`config.mk`:
```
export PLATFORM = sky130hd
export DESIGN_NAME = pc_redirect_ctrl
export DESIGN_NICKNAME = d
export VERILOG_FILES = /design/src/rtl/pc_redirect_ctrl_pkg.sv /design/src/rtl/pc_redirect_ctrl_sat_counter.sv /design/src/rtl/pc_redirect_ctrl.sv
export SDC_FILE = /design/constraint.sdc
export NUM_CORES = 1
export LEC_CHECK = 0
export ABC_AREA = 1
export CAP_MARGIN = 20
export CORE_UTILIZATION = 60
export DETAILED_ROUTE_END_ITERATION = 8
export DONT_BUFFER_PORTS = 1
export GPL_ROUTABILITY_DRIVEN = 0
export PLACE_DENSITY = 0.87
export SYNTH_ARGS = -nofsm -noshare
export SYNTH_HDL_FRONTEND = slang
export SYNTH_SLANG_ARGS = --single-unit
```
`constraint.sdc`:
```
create_clock -name Clock -period 7.8 [get_ports Clock]
set_input_delay 1.95 -clock Clock [delete_from_list [all_inputs] [get_ports Clock]]
set_output_delay 1.95 -clock Clock [all_outputs]
set_load 0.01 [all_outputs]
```
`src/rtl/pc_redirect_ctrl_pkg.sv`:
```
// ============================================================================
// Module : pc_redirect_ctrl_pkg
// Brief  : Shared front-end constants: reset PC, FSM and redirect-kind codes.
// Rev    : 1.0
// ============================================================================
`default_nettype none

package pc_redirect_ctrl_pkg;

    localparam logic [31:0] C_PC_INIT_ADDR = 32'h0000_3000;

    typedef enum logic [0:0] {
        ST_RUN  = 1'b0,
        ST_PEND = 1'b1
    } redir_state_e;

    typedef enum logic [0:0] {
        KIND_JUMP   = 1'b0,
        KIND_BRANCH = 1'b1
    } redir_kind_e;

endpackage

`default_nettype wire

```
`src/rtl/pc_redirect_ctrl_sat_counter.sv`:
```
// ============================================================================
// Module : sat_counter
// Brief  : Up-counter with increment enable that saturates at all-ones.
// Rev    : 1.0
// ============================================================================
`default_nettype none

module sat_counter #(
    parameter int WIDTH = 16
) (
    input  logic             Clock,
    input  logic             Reset,
    input  logic             Inc_i,
    output logic [WIDTH-1:0] Count_o
);

    logic [WIDTH-1:0] count_q;
    logic [WIDTH-1:0] count_d;

    always_comb begin
        count_d = count_q;
        if (Inc_i && (count_q != {WIDTH{1'b1}})) begin
            count_d = count_q + {{(WIDTH-1){1'b0}}, 1'b1};
        end
    end

    always_ff @(posedge Clock or posedge Reset) begin
        if (Reset) begin
            count_q <= '0;
        end else begin
            count_q <= count_d;
        end
    end

    assign Count_o = count_q;

endmodule

`default_nettype wire

```
`src/rtl/pc_redirect_ctrl.sv`:
```
// ============================================================================
// Module : pc_redirect_ctrl
// Brief  : Next-PC selection with branch/jump redirects held across freezes.
// Rev    : 1.0
// ============================================================================
`default_nettype none

module pc_redirect_ctrl
    import pc_redirect_ctrl_pkg::*;
#(
    parameter logic [31:0] INIT_ADDR = C_PC_INIT_ADDR,
    parameter int          CNT_W     = 16
) (
    input  logic             Clock,
    input  logic             Reset,
    input  logic [31:0]      PC,
    input  logic             Stall,
    input  logic             Freeze,
    input  logic             Beq_Taken,
    input  logic [31:0]      Branch_PC,
    input  logic             Jump,
    input  logic [25:0]      Jump_immed,
    input  logic [31:0]      ID_PC,
    output logic [31:0]      PC_Next,
    output logic             PC_Write,
    output logic             Flush_IF_ID,
    output logic             Flush_ID_EX,
    output logic             Redirect_Pending,
    output logic [CNT_W-1:0] Redirect_Count,
    output logic [CNT_W-1:0] Stall_Count
);

    redir_state_e state_q, state_d;
    redir_kind_e  kind_q,  kind_d;
    logic [31:0]  tgt_q,   tgt_d;

    logic [31:0]  pc_plus4;
    logic [31:0]  jump_tgt;
    logic         redirect;

    assign pc_plus4 = PC + 32'd4;
    // Region bits come from the ID-stage PC, the rest from the index field.
    assign jump_tgt = (ID_PC & 32'hF000_0000) | {4'b0000, Jump_immed, 2'b00};

    always_comb begin
        state_d     = state_q;
        kind_d      = kind_q;
        tgt_d       = tgt_q;
        PC_Next     = pc_plus4;
        PC_Write    = 1'b1;
        Flush_IF_ID = 1'b0;
        Flush_ID_EX = 1'b0;
        redirect    = 1'b0;

        if (Reset) begin
            PC_Next  = INIT_ADDR;
            PC_Write = 1'b0;
        end else begin
            case (state_q)
                ST_RUN: begin
                    if (Freeze) begin
                        PC_Write = 1'b0;
                        if (Beq_Taken) begin
                            tgt_d   = Branch_PC;
                            kind_d  = KIND_BRANCH;
                            state_d = ST_PEND;
                        end else if (Jump && !Stall) begin
                            tgt_d   = jump_tgt;
                            kind_d  = KIND_JUMP;
                            state_d = ST_PEND;
                        end
                    end else if (Beq_Taken) begin
                        PC_Next     = Branch_PC;
                        Flush_IF_ID = 1'b1;
                        Flush_ID_EX = 1'b1;
                        redirect    = 1'b1;
                    end else if (Stall) begin
                        PC_Write    = 1'b0;
                        Flush_ID_EX = 1'b1;
                    end else if (Jump) begin
                        PC_Next     = jump_tgt;
                        Flush_IF_ID = 1'b1;
                        redirect    = 1'b1;
                    end
                end
                ST_PEND: begin
                    if (Freeze) begin
                        PC_Write = 1'b0;
                        // An older branch outranks the younger pending jump.
                        if (Beq_Taken && (kind_q == KIND_JUMP)) begin
                            tgt_d  = Branch_PC;
                            kind_d = KIND_BRANCH;
                        end
                    end else begin
                        PC_Next     = tgt_q;
                        Flush_IF_ID = 1'b1;
                        Flush_ID_EX = (kind_q == KIND_BRANCH);
                        redirect    = 1'b1;
                        tgt_d       = '0;
                        kind_d      = KIND_JUMP;
                        state_d     = ST_RUN;
                    end
                end
                default: begin
                    state_d = ST_RUN;
                end
            endcase
        end
    end

    always_ff @(posedge Clock or posedge Reset) begin
        if (Reset) begin
            state_q <= ST_RUN;
            kind_q  <= KIND_JUMP;
            tgt_q   <= '0;
        end else begin
            state_q <= state_d;
            kind_q  <= kind_d;
            tgt_q   <= tgt_d;
        end
    end

    assign Redirect_Pending = (state_q == ST_PEND) && !Reset;

    sat_counter #(.WIDTH(CNT_W)) u_redirect_cnt (
        .Clock   (Clock),
        .Reset   (Reset),
        .Inc_i   (redirect),
        .Count_o (Redirect_Count)
    );

    sat_counter #(.WIDTH(CNT_W)) u_stall_cnt (
        .Clock   (Clock),
        .Reset   (Reset),
        .Inc_i   (!PC_Write && !Reset),
        .Count_o (Stall_Count)
    );

endmodule

`default_nettype wire

```
# After elaboration in Yosys (flattened, before gate mapping)
# Cells that the tools add are included.
word_totals:
  out_inout_bits: 68
  reg_bits: 66
  in_bits: 128
  word_cells: 69
op_classes:
  n_bitwise: 4
  add_sub_neg: 3
  eq_ne: 5
  n_reduce_logical: 10
  muxes: 42
op_table:
  columns: ["cell", "n"]
  rows:
  - ["2-to-1 mux 32 bit", 11]
  - ["one-hot mux 32 bit (2 select lines)", 2]
  - ["adder 16 x 1 -> 16 bit (second input constant)", 2]
  - ["adder 32 x 3 -> 32 bit (second input constant)", 1]
  - ["!= test 16 bit (second input constant)", 2]
  - ["OR 32 x 28 -> 32 bit", 1]
  - ["2-to-1 mux 1 bit", 24]
  - ["one-hot mux 1 bit (2 select lines)", 5]
  - ["logical AND 1 bit", 6]
  - ["AND reduction 4 bit", 1]
  - ["logical NOT 1 bit", 3]
  - ["!= test 3 x 2 -> 1 bit (second input constant)", 1]
  - ["!= test 3 bit (second input constant)", 1]
  - ["NOT 1 bit", 3]
  - ["!= test 2 bit (second input constant)", 1]

# Depth between registers and ports, before layout
depth:
  depth_word: 8
  depth_mapped: 11
  mapped_depth_nobuf: 11

# Modules after synthesis
# Synthesis repeated with hierarchy kept, for this count alone.
unflattened:
  hier_cells: 964
  area_unflattened_um2: 6040.8
modules_own_cells:
  columns: ["mod", "seq_area_each_um2", "area_per_inst_um2", "cells_each", "n_inst"]
  rows:
  - ["pc_redirect_ctrl", 850.8, 3933.8, 671, 1]
  - ["sat_counter at u_redirect_cnt", 400.4, 1069.8, 150, 1]
  - ["sat_counter at u_stall_cnt", 400.4, 1037.2, 143, 1]

# Worst setup path after synthesis
# OpenSTA, ideal clock, no wires.
synth_timing:
  kind: "input-to-output"
  startpoint: "input Reset"
  endpoint: "output PC_Next[0]"
  required_time_ns: 5.850
  t_arrival_ns: 5.061
  cell_stages: 5
  slack_ns: 0.789
  n_path_buf: 2
  path_cell_list: "buf_2 > inv_1 > buf_1 > o221ai_1 > nor2_1"
synth_between:
  elab_chain_len: 1
synth_rtl:
  columns: ["item", "line_no", "text"]
  rows:
  - ["start, declared", "pc_redirect_ctrl.sv:15", "input logic Reset,"]
  - ["2-to-1 mux 32 bit", "pc_redirect_ctrl.sv:55", "if (Reset) begin"]
  - ["end, declared", "pc_redirect_ctrl.sv:24", "output logic [31:0] PC_Next,"]
# Every way passes these cells.

# Final worst setup path
layout_timing:
  startpoint: "input Jump"
  endpoint: "output PC_Next[24]"
layout_between:
  elab_chain_len: 6
layout_rtl:
  columns: ["item", "line_no", "text"]
  rows:
  - ["start, declared", "pc_redirect_ctrl.sv:21", "input logic Jump,"]
  - ["2-to-1 mux 32 bit", "pc_redirect_ctrl.sv:80", "end else if (Jump) begin"]
  - ["2-to-1 mux 32 bit", "pc_redirect_ctrl.sv:77", "end else if (Stall) begin"]
  - ["2-to-1 mux 32 bit", "pc_redirect_ctrl.sv:72", "end else if (Beq_Taken) begin"]
  - ["2-to-1 mux 32 bit", "pc_redirect_ctrl.sv:61", "if (Freeze) begin"]
  - ["one-hot mux 32 bit (2 select lines)", "pc_redirect_ctrl.sv:59", "case (state_q)"]
  - ["2-to-1 mux 32 bit", "pc_redirect_ctrl.sv:55", null]
# Every way passes these cells.

==> run_results.csv <==
group,metric,value,unit
worst_setup_path,crit_type,"input port to primary output",
placement,io_buffers,0,
timing,hold_viol,0,
floorplan,fp.coreArea,0.008891,mm²
synth,yosysTopAreaCell,"dfrtp_1",
clocking,cts_buffers,9,
routing,postRouteAntennaNets,0,
global_route,antenna_found_initial,0,
worst_setup_path,cp-end-kind,"primary output",
timing,timing.final.crit_share,74.06,%
clocking,htreeDepth,3,
worst_setup_path,cpPeakStageDelay,0.71,ns
synth,ys_types,42,
global_route,first_global_vias,5388,
timing,rsz0062_at_grt,"false",
routing,routedWlPerCell,16.43,µm
pwr,ir_worst_vdd,0.1892,mV
pwr,p_leak,2.718,nW
floorplan,die_x,98.64,µm
timing,setup_violations,0,
synth,synthTopCellsByArea,"dfrtp_1 (29%), nand2_1 (16%), nor2_1 (8.5%)",
timing,clock.fmax,0.1731,GHz
routing,vias,5839,
floorplan,ios,196,
synth,yosysMostFrequentCell,"nand2_1",
synth,synth_compound_area_share,16.30,%
placement,post-dp-hpwl,11.55,mm
clocking,cts_root_buffer,"clkbuf_8",
clocking,cts_tree,"yes",
worst_setup_path,cp_max_fo,19,
synth,avgSynthCellArea,6.281,µm²
synth,yosysSeqAreaShare,29.48,%
synth,syn_nets,1023,
synth,yosys_register_bits,66,
finish,regArea,0.001652,mm²
clocking,clockBufferDepth,2,
synth,async_flop_share,100.0,%
worst_setup_path,critPathLaunchType,"input port",
worst_setup_path,worstPathRequired,5.85,ns
finish,fillers,849,
floorplan,dieHeight,98.64,µm
timing,skew,0.007912,ns
clocking,cts.sinks,66,
finish,area_growth,4.154,%
run,maxCapViolations,0,
run_status,status,"complete, no violations",
clocking,ctsResizeCount,0,
synth,synthAdderAreaFrac,0.6699,%
routing,drt_iter0_drc,474,
timing,whs,0.4814,ns
worst_setup_path,worst_path_max_delay_cell,"clkinv_1",
timing,finalSetupTns,0,ns
synth,synth.area.mux_share,0.8039,%
finish,nNetsFinal,999,
timing,tightest_slew,0.9913,ns
worst_setup_path,reg2reg_depth,6,
worst_hold_path,hp-class,"flip-flop to flip-flop",
worst_setup_path,critPathArrivalTime,3.83,ns
finish,multi_input_area,0.003423,mm²
floorplan,dieArea,0.009729,mm²
worst_setup_path,crit_chain,"inv_1, nor2_4, clkinv_1, nand3_1, nand2_1, a21oi_1",
worst_hold_path,hold_depth,1,
timing,slew_headroom,33.70,%
floorplan,initial_core_util,63.02,%
global_route,gr-usage-all-layers,33.43,%
synth,synth_commonest_cells,"nand2_1 (245), nor2_1 (127), inv_1 (86)",
timing,slew_violations,0,
routing,drcViolationCount,0,
synth,synth_top_flop_cell,"dfrtp_1",
pwr,cellPowerDensity,194.5,mW/mm²
finish,antennaDiodeCount,0,
synth,synth_top_area_share,29.48,%
global_route,grt.overflow.total,0,
synth,synth_edf_count,0,
floorplan,rows,34,
synth,ys.warnings.count,0,
finish,drive_gt1_share,5.269,%
global_route,grt_pass1_wl,25.79,mm
placement,dpl.cell_count,965,
finish,stdcell_count,981,
routing,detail_route.vias_per_cell,5.952,
synth,syn_inst,892,
timing,min_period,5.777,ns
synth,synth-xor-area-share,6.409,%
routing,wirelength,16.11,mm
clocking,insertion_delay,0.35,ns
clocking,post-cts-setup-buffer-count,0,
global_route,grt_max_degree,63,
routing,dr.pass1.iters,5,
synth,syn_area,0.005603,mm²
synth,synth_top_family_by_area,"simple AND/OR/NAND/NOR gates",
clocking,hold_buffers,0,
clocking,path_clk_slew,0.07,ns
synth,synthSimpleGateAreaFrac,36.87,%
## final timing paths
kind	startpoint	endpoint	slack, ns
worst max-delay path	Jump	PC_Next[24]	2.02
worst min-delay path	tgt_q[2]	tgt_q[2]	0.48
worst max register to register	state_q	tgt_q[2]	4.86
worst min register to register	tgt_q[2]	tgt_q[2]	0.48
max in group asynchronous	Reset	tgt_q[14]	5.41
min in group asynchronous	Reset	tgt_q[2]	1.69
## state kept, by name, indices dropped and copies added, names as in the netlist
| name | flops |
|---|---|
| kind_q | 1 |
| state_q | 1 |
| tgt_q | 32 |
| u_redirect_cnt.Count_o | 16 |
| u_stall_cnt.Count_o | 16 |
## kinds of logic (layout without fill, tap and decap cells)
| group | Yosys count | in the layout |
|---|---|---|
| adders and majority gates | 3 | 3 |
| buffers and inverters | 129 | 110 |
| and+or+nand+nor | 490 | 490 |
| xor gates and xnor gates | 41 | 41 |
| AOI/OAI and AO/OA | 159 | 159 |
| DFF | 66 | 66 |
| muxes | 4 | 4 |
## where the power goes
group          internal (mW)  leakage (nW)  switching [mW]
Clock                  0.214         0.117           0.139
Combinational          0.104          1.78           0.185
Sequential             0.418         0.818          0.0756
Total                  0.736          2.72           0.399
## layout make-up
cell class                      instances  area share [%]
Clock buffer                           10           2.187
Clock inverter                          6           1.973
Inverter                               90           5.832
Multi-Input combinational cell        697           58.66
Sequential cell                        66           28.30
Tap cell                              108           2.316
Timing Repair Buffer                    4          0.7290
## per-layer routing
metal	track usage (%)	vias up	share of wire (%)
li1	-	2870	-
met5	0	-	0
met4	13.20	0	2.7
met1	42.23	2633	40
met3	8.723	43	11
met2	54.88	293	46
## per-stage QoR
stage	setup slack, ns	util, %	instance area (µm²)	total power [mW]
after floorplan	0.7888	-	5603	0.7316
after global placement	2.050	62.90	5593	0.7770
after detailed placement	2.060	62.90	5593	0.7868
after CTS	2.042	65.63	5836	1.137
after global routing	1.910	65.63	5836	1.202
final	2.023	65.63	5836	1.135
## layout by cell type (no fill, tap or decap), drive strengths merged, types with 2 or more instances in the layout
cell / synthesis / routed
bufinv: 0 / 3
nor3: 14 / 14
nand4: 12 / 12
clkinv: 2 / 5
ha: 3 / 3
a221oi: 2 / 2
buf: 21 / 4
a21oi: 46 / 46
nor2: 132 / 132
inv: 88 / 87
dfrtp: 66 / 66
o221ai: 4 / 4
a21o: 3 / 3
xnor2: 12 / 12
a31oi: 14 / 14
clkbuf: 18 / 10
o211ai: 12 / 12
nand2: 249 / 249
o21ai: 58 / 58
o22ai: 15 / 15
o21bai: 3 / 3
mux2: 4 / 4
nand3: 75 / 75
xor2: 29 / 29
or2: 6 / 6
## worst max-delay path: cells and delay by family
kind / cells / cell delay [ns]
AND/OR/NAND/NOR: 3 / 0.76
buffers and inverters: 2 / 0.75
AO/OA/AOI/OAI: 1 / 0.35
No activity file was read; power rests on OpenSTA's default activity.
